<file path="src/rtl/wind_pulse_counter.sv">
// Anemometer front end: synchronise and debounce the rotation contact, count rising
// edges per gate window, convert the count to BCD and hand it out with valid/ack.
module wind_pulse_counter #(
    parameter int GATE_CYCLES     = 50000000,
    parameter int DEBOUNCE_CYCLES = 50000,
    parameter int MAX_COUNT       = 9999
) (
    input  logic        clk,
    input  logic        reset,
    input  logic        rotation,
    input  logic        sample_ack,
    output logic [13:0] speed_bin,
    output logic [15:0] speed_bcd,
    output logic        sample_valid,
    output logic        overflow,
    output logic        sample_lost
);

    localparam int TW = $clog2(GATE_CYCLES);
    localparam int DW = $clog2(DEBOUNCE_CYCLES);
    localparam logic [TW-1:0] GATE_LAST = TW'(GATE_CYCLES - 1);
    localparam logic [DW-1:0] DEB_LAST  = DW'(DEBOUNCE_CYCLES - 1);
    localparam logic [13:0]   COUNT_MAX = 14'(MAX_COUNT);

    typedef enum logic [1:0] {
        IDLE,
        CONVERT,
        DONE
    } state_t;

    // Front end: synchroniser, debouncer, gate timer, edge counter, capture register
    logic          sync1_q, sync2_q;
    logic          deb_q, deb_d;
    logic [DW-1:0] deb_cnt_q, deb_cnt_d;
    logic [TW-1:0] timer_q, timer_d;
    logic [13:0]   count_q, count_d, count_inc;
    logic          ovf_q, ovf_d, ovf_inc;
    logic [13:0]   cap_bin_q, cap_bin_d;
    logic          cap_ovf_q, cap_ovf_d;
    logic          cap_pulse_q, cap_pulse_d;
    logic          deb_rise;
    logic          terminal;

    // Conversion engine and result registers
    state_t        state_q, state_d;
    logic [13:0]   shift_q, shift_d;
    logic [15:0]   bcd_q, bcd_d;
    logic [15:0]   bcd_adj;
    logic [3:0]    iter_q, iter_d;
    logic [13:0]   speed_bin_q, speed_bin_d;
    logic [15:0]   speed_bcd_q, speed_bcd_d;
    logic          valid_q, valid_d;
    logic          ovf_out_q, ovf_out_d;
    logic          lost_q, lost_d;

    // Double-dabble correction: any BCD digit >= 5 gets +3 before the shift.
    function automatic logic [15:0] dabble_adjust(input logic [15:0] v);
        logic [15:0] r;
        r = v;
        for (int i = 0; i < 4; i++) begin
            if (r[4*i +: 4] >= 4'd5) begin
                r[4*i +: 4] = r[4*i +: 4] + 4'd3;
            end
        end
        return r;
    endfunction

    always_comb begin
        // NOTE: every signal gets a default first so no path leaves it unassigned (no latch).
        deb_d     = deb_q;
        deb_cnt_d = '0;
        if (sync2_q != deb_q) begin
            if (deb_cnt_q == DEB_LAST) begin
                deb_d = ~deb_q;
            end else begin
                deb_cnt_d = deb_cnt_q + 1'b1;
            end
        end
        deb_rise = deb_d & ~deb_q;

        count_inc = count_q;
        ovf_inc   = ovf_q;
        if (deb_rise) begin
            if (count_q >= COUNT_MAX) begin
                ovf_inc = 1'b1;
            end else begin
                count_inc = count_q + 14'd1;
            end
        end

        // The terminal cycle's own edge belongs to the closing window.
        terminal    = (timer_q == GATE_LAST);
        timer_d     = terminal ? '0 : timer_q + 1'b1;
        count_d     = terminal ? 14'd0 : count_inc;
        ovf_d       = terminal ? 1'b0 : ovf_inc;
        cap_bin_d   = terminal ? count_inc : cap_bin_q;
        cap_ovf_d   = terminal ? ovf_inc : cap_ovf_q;
        cap_pulse_d = terminal;
    end

    always_comb begin
        state_d     = state_q;
        shift_d     = shift_q;
        bcd_d       = bcd_q;
        bcd_adj     = dabble_adjust(bcd_q);
        iter_d      = iter_q;
        speed_bin_d = speed_bin_q;
        speed_bcd_d = speed_bcd_q;
        ovf_out_d   = ovf_out_q;
        valid_d     = valid_q;
        lost_d      = lost_q;

        if (sample_ack && valid_q) begin
            valid_d = 1'b0;
            lost_d  = 1'b0;
        end

        case (state_q)
            IDLE: begin
                if (cap_pulse_q) begin
                    shift_d = cap_bin_q;
                    bcd_d   = 16'd0;
                    iter_d  = 4'd0;
                    state_d = CONVERT;
                end
            end
            CONVERT: begin
                bcd_d   = {bcd_adj[14:0], shift_q[13]};
                shift_d = {shift_q[12:0], 1'b0};
                iter_d  = iter_q + 4'd1;
                if (iter_q == 4'd13) begin
                    state_d = DONE;
                end
            end
            DONE: begin
                speed_bin_d = cap_bin_q;
                speed_bcd_d = bcd_q;
                ovf_out_d   = cap_ovf_q;
                valid_d     = 1'b1;
                // A same-cycle ack retires the old result, so nothing is lost.
                if (valid_q && !sample_ack) begin
                    lost_d = 1'b1;
                end
                state_d = IDLE;
            end
            default: state_d = IDLE;
        endcase
    end

    always_ff @(posedge clk) begin
        // NOTE: state registers use non-blocking assignments so all flops update together.
        if (reset) begin
            sync1_q     <= 1'b0;
            sync2_q     <= 1'b0;
            deb_q       <= 1'b0;
            deb_cnt_q   <= '0;
            timer_q     <= '0;
            count_q     <= 14'd0;
            ovf_q       <= 1'b0;
            cap_bin_q   <= 14'd0;
            cap_ovf_q   <= 1'b0;
            cap_pulse_q <= 1'b0;
            state_q     <= IDLE;
            shift_q     <= 14'd0;
            bcd_q       <= 16'd0;
            iter_q      <= 4'd0;
            speed_bin_q <= 14'd0;
            speed_bcd_q <= 16'd0;
            ovf_out_q   <= 1'b0;
            valid_q     <= 1'b0;
            lost_q      <= 1'b0;
        end else begin
            sync1_q     <= rotation;
            sync2_q     <= sync1_q;
            deb_q       <= deb_d;
            deb_cnt_q   <= deb_cnt_d;
            timer_q     <= timer_d;
            count_q     <= count_d;
            ovf_q       <= ovf_d;
            cap_bin_q   <= cap_bin_d;
            cap_ovf_q   <= cap_ovf_d;
            cap_pulse_q <= cap_pulse_d;
            state_q     <= state_d;
            shift_q     <= shift_d;
            bcd_q       <= bcd_d;
            iter_q      <= iter_d;
            speed_bin_q <= speed_bin_d;
            speed_bcd_q <= speed_bcd_d;
            ovf_out_q   <= ovf_out_d;
            valid_q     <= valid_d;
            lost_q      <= lost_d;
        end
    end

    assign speed_bin    = speed_bin_q;
    assign speed_bcd    = speed_bcd_q;
    assign sample_valid = valid_q;
    assign overflow     = ovf_out_q;
    assign sample_lost  = lost_q;

endmodule

</file>
<file path="config.mk">
export PLATFORM = sky130hd
export DESIGN_NAME = wind_pulse_counter
export DESIGN_NICKNAME = d
export VERILOG_FILES = /design/src/rtl/wind_pulse_counter.sv
export SDC_FILE = /design/constraint.sdc
export NUM_CORES = 1
export LEC_CHECK = 0
export CELL_PAD_IN_SITES_DETAIL_PLACEMENT = 2
export CELL_PAD_IN_SITES_GLOBAL_PLACEMENT = 2
export CORE_ASPECT_RATIO = 0.7
export CORE_MARGIN = 10
export CORE_UTILIZATION = 30
export CTS_CLUSTER_DIAMETER = 100
export DETAILED_ROUTE_END_ITERATION = 10
export GPL_TIMING_DRIVEN = 0
export PLACE_DENSITY_LB_ADDON = 0.1
export SLEW_MARGIN = 30
export SYNTH_ARGS = -nofsm -noshare
export SYNTH_HDL_FRONTEND = slang
export SYNTH_SLANG_ARGS = --single-unit
</file>
<file path="constraint.sdc">
create_clock -name clk -period 5 [get_ports clk]
set_input_delay 1 -clock clk [delete_from_list [all_inputs] [get_ports clk]]
set_output_delay 1 -clock clk [all_outputs]
set_load 0.03 [all_outputs]
</file>
After elaboration in Yosys (flattened, before gate mapping). Cells that the tools add are included.

$add $sub $neg: 8. Multiplexer cells: 24. Magnitude comparators: 5. Reductions and logical operators: 10. Bitwise logic cells: 3. Equal/unequal tests: 8.

Operators with widths (number): 14-bit two-way mux (3); 16-bit case mux with 2 select lines (1); 14-bit case mux with 2 select lines (1); 26-bit by 1-bit adder with 26-bit output, second input constant (1); 26-bit equality test, second input constant (1); 16-bit by 1-bit adder with 16-bit output, second input constant (1); 16-bit equality test, second input constant (1); 4-bit by 3-bit >= comparator with 1-bit output, second input constant (4); 16-bit two-way mux (1); 4-bit two-way mux (4); 14-bit by 1-bit adder with 14-bit output, second input constant (1); 14-bit >= comparator, second input constant (1); 4-bit by 2-bit adder with 4-bit output, second input constant (3); 1-bit two-way mux (9); 4-bit case mux with 2 select lines (1); 4-bit by 1-bit adder with 4-bit output, second input constant (1); 4-bit equality test, second input constant (1); 2-bit two-way mux (2); 2-bit != test, second input constant (2); 2-bit case mux with 2 select lines (1); 2-bit AND reduction (2); 2-bit nonzero test (2); 3-bit by 2-bit adder with 3-bit output, second input constant (1); 3-bit two-way mux (1); other kinds (10) (12).

Output and inout bits: 33. Flip-flop bits (word level): 145. Input port bits: 4. Logic and storage cells: 77.

Depth between registers and ports, before layout. Gate-level depths: netlist of run 1.

Depth after elaboration: 5. Mapped depth: 10. Depth with buffers taken out: 8.

Least setup slack after synthesis of run 1. No wires, ideal clock.

Kind: reg2reg. Start point: register timer_q[0]. End point: register cap_bin_q[10]. Setup time: 0.086 ns. Required time: 4.914 ns. Setup slack: 2.786 ns. Clock period less this slack: 2.214 ns. Path buffers: 2. Cell stages (with the launch flop): 10. Arrival: 2.129 ns. Path through: dfxtp_1 ha_1 buf_2 nand4_1 nor4_1 nand3_1 nor3_1 clkbuf_1 nor2_1 a211oi_1.

Cells in the longest elaborated chain, start to end: 1.

Ends and longest elaborated chain: start, declared (line 35) `logic [TW-1:0] timer_q, timer_d;`; start signal, assigned (line 177) `timer_q <= timer_d;`; 26-bit equality test (line 92) `terminal = (timer_q == GATE_LAST);`; end signal, assigned (line 180) `cap_bin_q <= cap_bin_d;`; end, declared (line 38) `logic [13:0] cap_bin_q, cap_bin_d;`.

No other way between the ends. A chain may end at the register's enable or synchronous reset.

Worst setup path in the final report of run 1.
Start point: register timer_q[0]. End point: register timer_q[2].

Cells in the longest elaborated chain, start to end: 2. Elaborated cells on any way between the ends: 3. Those cells by class: add/sub (1); eq/ne (1); reduce/logical (1).

Ends and longest elaborated chain: parallel branches: the longest is 2 deep, another holds 26-bit by 1-bit adder with 26-bit output.

Parallel ways; which one is timed is not known.

==> impl_metrics.ini, run 1 <==
[synthesis]
synthCells = 719
syn-cell-area_sq_mm = 0.00597
ys_ff_latch = 145
async_reset_ff_frac = 0
synth.area.top_cells = dfxtp_1 (49%), nor2_1 (8.5%), nand2_1 (6.0%), a21oi_1 (4.8%), xor2_1 (4.3%)
synth_top_area_share = 0.486
synth_top_area_cell = dfxtp_1
syn-num-nets = 736
synth_edf_count = 0
yosysWarnings = 0
synth.distinct_cells = 39
synth_ff_type = dfxtp_1
synth.avg_cell_area_sq_um = 8.31
synth_most_common_cell = dfxtp_1
synth_top_cells_by_count = dfxtp_1 (145), nor2_1 (136), nand2_1 (96)
synth-seq-area-share = 0.486

[sta]
setup_viol = 0
worstMarginPinSlew_ns = 0.950
fin_worst_skew_ns = 0.0107
grt_setup_unrepaired = false
totalNegativeSetupSlack_ns = 0
period_minus_slack_ns = 2.85
finalCritPeriodShare = 0.569
fmax_ghz = 0.351
relSlewSlack = 0.361
slew_violations = 0
finalHoldViolCount = 0

[placement]
dp.cells = 1024
dp_hpwl_um = 13200
routabilityCongestion = 0.760
placed_cell_area_sq_mm = 0.00666
io_buffer_count = 35

[worst_setup_path]
cp-end-kind = register
critical_path.max_fanout = 10
crit_end = timer_q[2]
critical_path.startpoint = timer_q[0]
critPathKind = reg -> reg
worstReg2RegStart = timer_q[0]
reg2regPathDepth = 10
required_ns = 5.28
r2r-end = timer_q[2]
r2r_setup_slack_ns = 2.15
worstPathArrival_ns = 3.13
start_kind = register

[cts]
clock-sinks = 145
cts_tree = yes
path_clk_slew_ns = 0.06
postCtsSetupRepairBufs = 0
cts-resized-gates = 0
cts_max_level = 4
cts_buffers = 17
hold_buffers = 0
cts_buffer_depth = 2
clkLatencyLatePin_ns = 0.42
cts-root-buf = clkbuf_16

[job]
maxCapViolCount = 0

[routing]
route.detailed.drc = 0
routed_wl_um = 17800
avgRoutedWirePerCell_um = 16.9
drtAntennaViolNets = 0
via_count = 5138
drtPass1Iterations = 4
routed_via_density = 4.87
drt_iter0_markers = 180

[global_routing]
grtUsageTotal = 0.139
antenna_found_initial = 0
grt-ovfl-total = 0
grt_pass1_vias = 5709
grt_max_degree = 17
grt_pass1_wl_um = 29700

[finish]
final_area_sq_mm = 0.00724
n_fill_cell = 2226
fin_nets = 790
final_cell_count_no_fill = 1054
antenna_cells = 0
drive_gt1_frac = 0.0497
areaGrowthSynthToFinish_pct = 21.2

[min_path]
holdCritPathClass = reg -> reg

[floorplanning]
coreArea_sq_mm = 0.0197
dieHeight_um = 138
die_w_um = 189
io_pins = 37
die_area_sq_mm = 0.0260
rows = 43
start_util = 0.303

[power]
p_leak_nw = 2.46
power_density_mw_per_mm2 = 340
peakVddDrop_mv = 0.189

[outcome]
outcome = complete, no violations
critical path: stages, from the launching register on:
cell      delay [ns]
dfxtp_1         0.37
ha_1            0.15
buf_2           0.20
nand4_1         0.12
nor4_1          0.27
nand3_1         0.22
nor3_1          0.43
or2_2           0.19
clkbuf_1        0.15
clkbuf_1        0.48
nor2_1          0.12
through the flow:
| stage | hold WS, ns | total power [mW] | util | setup slack, ns |
|---|---|---|---|---|
| after floorplan | 0.413 | 1.21 | - | 2.79 |
| after global placement | 0.422 | 1.22 | 0.338 | 2.11 |
| after detailed placement | 0.439 | 1.22 | 0.338 | 2.01 |
| after CTS | 0.454 | 2.50 | 0.367 | 1.98 |
| after global routing | 0.477 | 2.55 | 0.368 | 1.84 |
| final | 0.458 | 2.46 | 0.368 | 2.15 |
cells in the final DEF, fill, tap and decap left out, types with 15 or more instances in the layout:
cell / synthesis / layout
dfxtp_1: 145 / 145
clkdlybuf4s50_1: 0 / 35
a21oi_1: 57 / 57
nor4_1: 19 / 19
xor2_1: 29 / 29
a211oi_1: 16 / 16
clkbuf_16: 0 / 17
nor2_1: 136 / 136
nand2_1: 96 / 96
xnor2_1: 24 / 24
nand3_1: 27 / 27
nor3_1: 16 / 15
clkbuf_1: 33 / 36
worst min path at each step:
stage	slack [ns]	cells after the start	endpoint	startpoint
5_1_grt	0.48	2	bcd_q[0]	shift_q[13]
2_1_floorplan	0.41	1	deb_cnt_q[0]	deb_cnt_q[0]
3_5_place_dp	0.44	1	deb_cnt_q[0]	deb_cnt_q[0]
4_1_cts	0.45	1	deb_cnt_q[0]	deb_cnt_q[0]
6_report	0.46	2	speed_bcd[13]	speed_bcd[13]
3_3_place_gp	0.42	1	sync2_q	sync1_q
state kept, by name, summed over array words and instances, names as in the netlist, named ones only:
name and count:
shift_q 14, speed_bin 14, count_q 14, sync2_q 1, timer_q 26, cap_pulse_q 1, state_q 2, cap_bin_q 14
sample_valid 1, cap_ovf_q 1, deb_cnt_q 16, overflow 1, ovf_q 1, deb_q 1, iter_q 4, speed_bcd 16
bcd_q 16, sync1_q 1
report_power, final:
group | switching (mW) | internal, mW
clock | 0.484 | 0.779
sequential | 0.00257 | 1.16
combinational | 0.0281 | 0.00779
cell type report:
cell class	count	area (sq um)	share of cell area
Tap cell	270	338	0.0467
Sequential cell	145	2900	0.401
Multi-Input combinational cell	522	2870	0.397
Clock inverter	6	80.1	0.0111
Timing Repair Buffer	35	350	0.0484
Clock buffer	24	492	0.0679
Inverter	14	52.6	0.00726
Buffer	38	149	0.0206
layer usage:
layer / wire [um] / share of wire / track usage / up-vias
met5: 0 / 0 / 0 / -
met4: 159 / 0.0089 / 0.0362 / 0
met3: 554 / 0.031 / 0.0364 / 11
met2: 8170 / 0.46 / 0.224 / 52
met1: 8920 / 0.50 / 0.179 / 2541
li1: - / - / - / 2534
logic make-up after synthesis:
group / share of synthesized area
adders and majority gates: 0.0272
and+or+nand+nor: 0.275
buffers and inverters: 0.0337
muxes: 0.00524
xor gates and xnor gates: 0.0777
DFF: 0.486
AOI/OAI and AO/OA: 0.0953
(Power assumes the default switching activity.)
==> run 2, diff against run 1 <==
==> constraint.sdc (replaced) <==
create_clock -name clk -period 2.9 [get_ports clk]
set_input_delay 0.58 -clock clk [delete_from_list [all_inputs] [get_ports clk]]
set_output_delay 0.58 -clock clk [all_outputs]
set_load 0.03 [all_outputs]
==> impl_metrics.ini, run 2 (synthesis gave the netlist of run 1 again) <==
[sta]
finalHoldViolCount = 0
period_minus_slack_ns = 2.61
setup_viol = 0
slew_violations = 0
relSlewSlack = 0.548
fmax_ghz = 0.383
fin_worst_skew_ns = 0.00812
finalCritPeriodShare = 0.899
worstMarginPinSlew_ns = 0.679

[routing]
routed.top_layer = met4
route.detailed.drc = 0
routed_via_density = 4.88
avgRoutedWirePerCell_um = 17.0
drt_iter0_markers = 198
drtPass1Iterations = 4
wl_met3_um = 572
wl_met1_um = 8950
via_count = 5141
routed_wl_um = 17900
drtAntennaViolNets = 0
wl_met2_um = 8220

[cts]
path_clk_slew_ns = 0.05
cts_buffer_depth = 2
clock-sinks = 145
cts_tree = yes
clkLatencyLatePin_ns = 0.42
cts-root-buf = clkbuf_16
cts_max_level = 4
cts_buffers = 17
postCtsSetupRepairBufs = 0

[worst_setup_path]
critPathKind = reg -> reg
critical_path.max_fanout = 10
cp-end-kind = register
worstPathArrival_ns = 2.93
start_kind = register
required_ns = 3.22

[finish]
antenna_cells = 0
final_area_sq_mm = 0.00726
fin_util = 0.369
largest_register_ffs = 26
top_register = timer_q
fin_nets = 790
final_cell_mix = dfxtp_1 (145), nor2_1 (136), nand2_1 (96), a21oi_1 (57), clkdlybuf4s50_1 (35)
layout_commonest_cell = dfxtp_1
areaGrowthSynthToFinish_pct = 21.6
drive_gt1_frac = 0.0574

[placement]
dp_hpwl_um = 13200
placed_cell_area_sq_mm = 0.00666
io_buffer_count = 35
routabilityCongestion = 0.760

[job]
maxCapViolCount = 0

[floorplanning]
die_area_sq_mm = 0.0260
start_util = 0.303
coreArea_sq_mm = 0.0197
dieHeight_um = 138
io_pins = 37
rows = 43
die_w_um = 189

[global_routing]
grt-ovfl-total = 0
grt_pass1_wl_um = 29700
antenna_found_initial = 0
grt_pass1_vias = 5707
grt_max_degree = 17
grtUsageTotal = 0.139

[min_path]
holdCritPathClass = reg -> reg

[outcome]
outcome = complete, no violations

[power]
power_density_mw_per_mm2 = 585
p_leak_nw = 2.49
peakVddDrop_mv = 0.329
total_power_mw = 4.24
[run 2: changes by cell type in the layout (fill, tap and decap cells not counted), sizes merged]
cell	delta
buf	-1
clkbuf	+1
[run 2: layout make-up]
class                      instances  area, sq um
buffer                            38          154
clock buffer                      24          492
timing repair buffer              35          350
clock inverter                     6         80.1
inverter                          14         52.6
fill                            2225        12400
tap                              270          338
multi-input combinational        522         2890
sequential                       145         2900
[run 2: metal layers]
layer  vias up  GRT usage
met4         0     0.0362
met3        11     0.0364
li1       2533          -
met5         -          0
met2        46      0.224
met1      2551      0.179
[run 2: what timing repair did]
item / 4_1_cts / 5_1_grt
endpoints found under the setup margin: 7 / 50
hold buffers: 0 / 0
resized for setup: 1 / 10
[run 2: path summary, 6_finish.rpt]
kind | endpoint | slack [ns] | cells past startpoint | from
worst max-delay path | cap_bin_q[6] | 0.29 | 9 | timer_q[0]
worst min-delay path | speed_bcd[13] | 0.46 | 2 | speed_bcd[13]
worst max register to register | cap_bin_q[6] | 0.29 | 9 | timer_q[0]
worst min register to register | speed_bcd[13] | 0.46 | 2 | speed_bcd[13]
[run 2: stage by stage]
| step | setup slack [ns] | hold slack [ns] | setup TNS (ns) | instances |
|---|---|---|---|---|
| 3_3_place_gp | 0.0143 | 0.422 | 0 | 1024 |
| 2_1_floorplan | 0.686 | 0.413 | 0 | 719 |
| 5_1_grt | -0.0204 | 0.477 | -0.0345 | 1054 |
| 4_1_cts | 0.0288 | 0.454 | 0 | 1054 |
| 6_report | 0.292 | 0.458 | 0 | 1054 |
| 3_5_place_dp | -0.0942 | 0.439 | -0.406 | 1024 |
[run 2: worst max-delay path, cell delays in order (launching register included)]
cell and delay [ns]:
dfxtp_1 0.37, ha_1 0.15, buf_2 0.20, nand4_1 0.12, nor4_1 0.27, nand3_1 0.27
nor3_4 0.38, clkbuf_1 0.42, nor2_1 0.08, a211oi_1 0.24
[run 2: report_power, final]
part,switching (mW),internal (mW)
logic,0.0488,0.0142
registers,0.00446,2.00
clock network,0.837,1.34
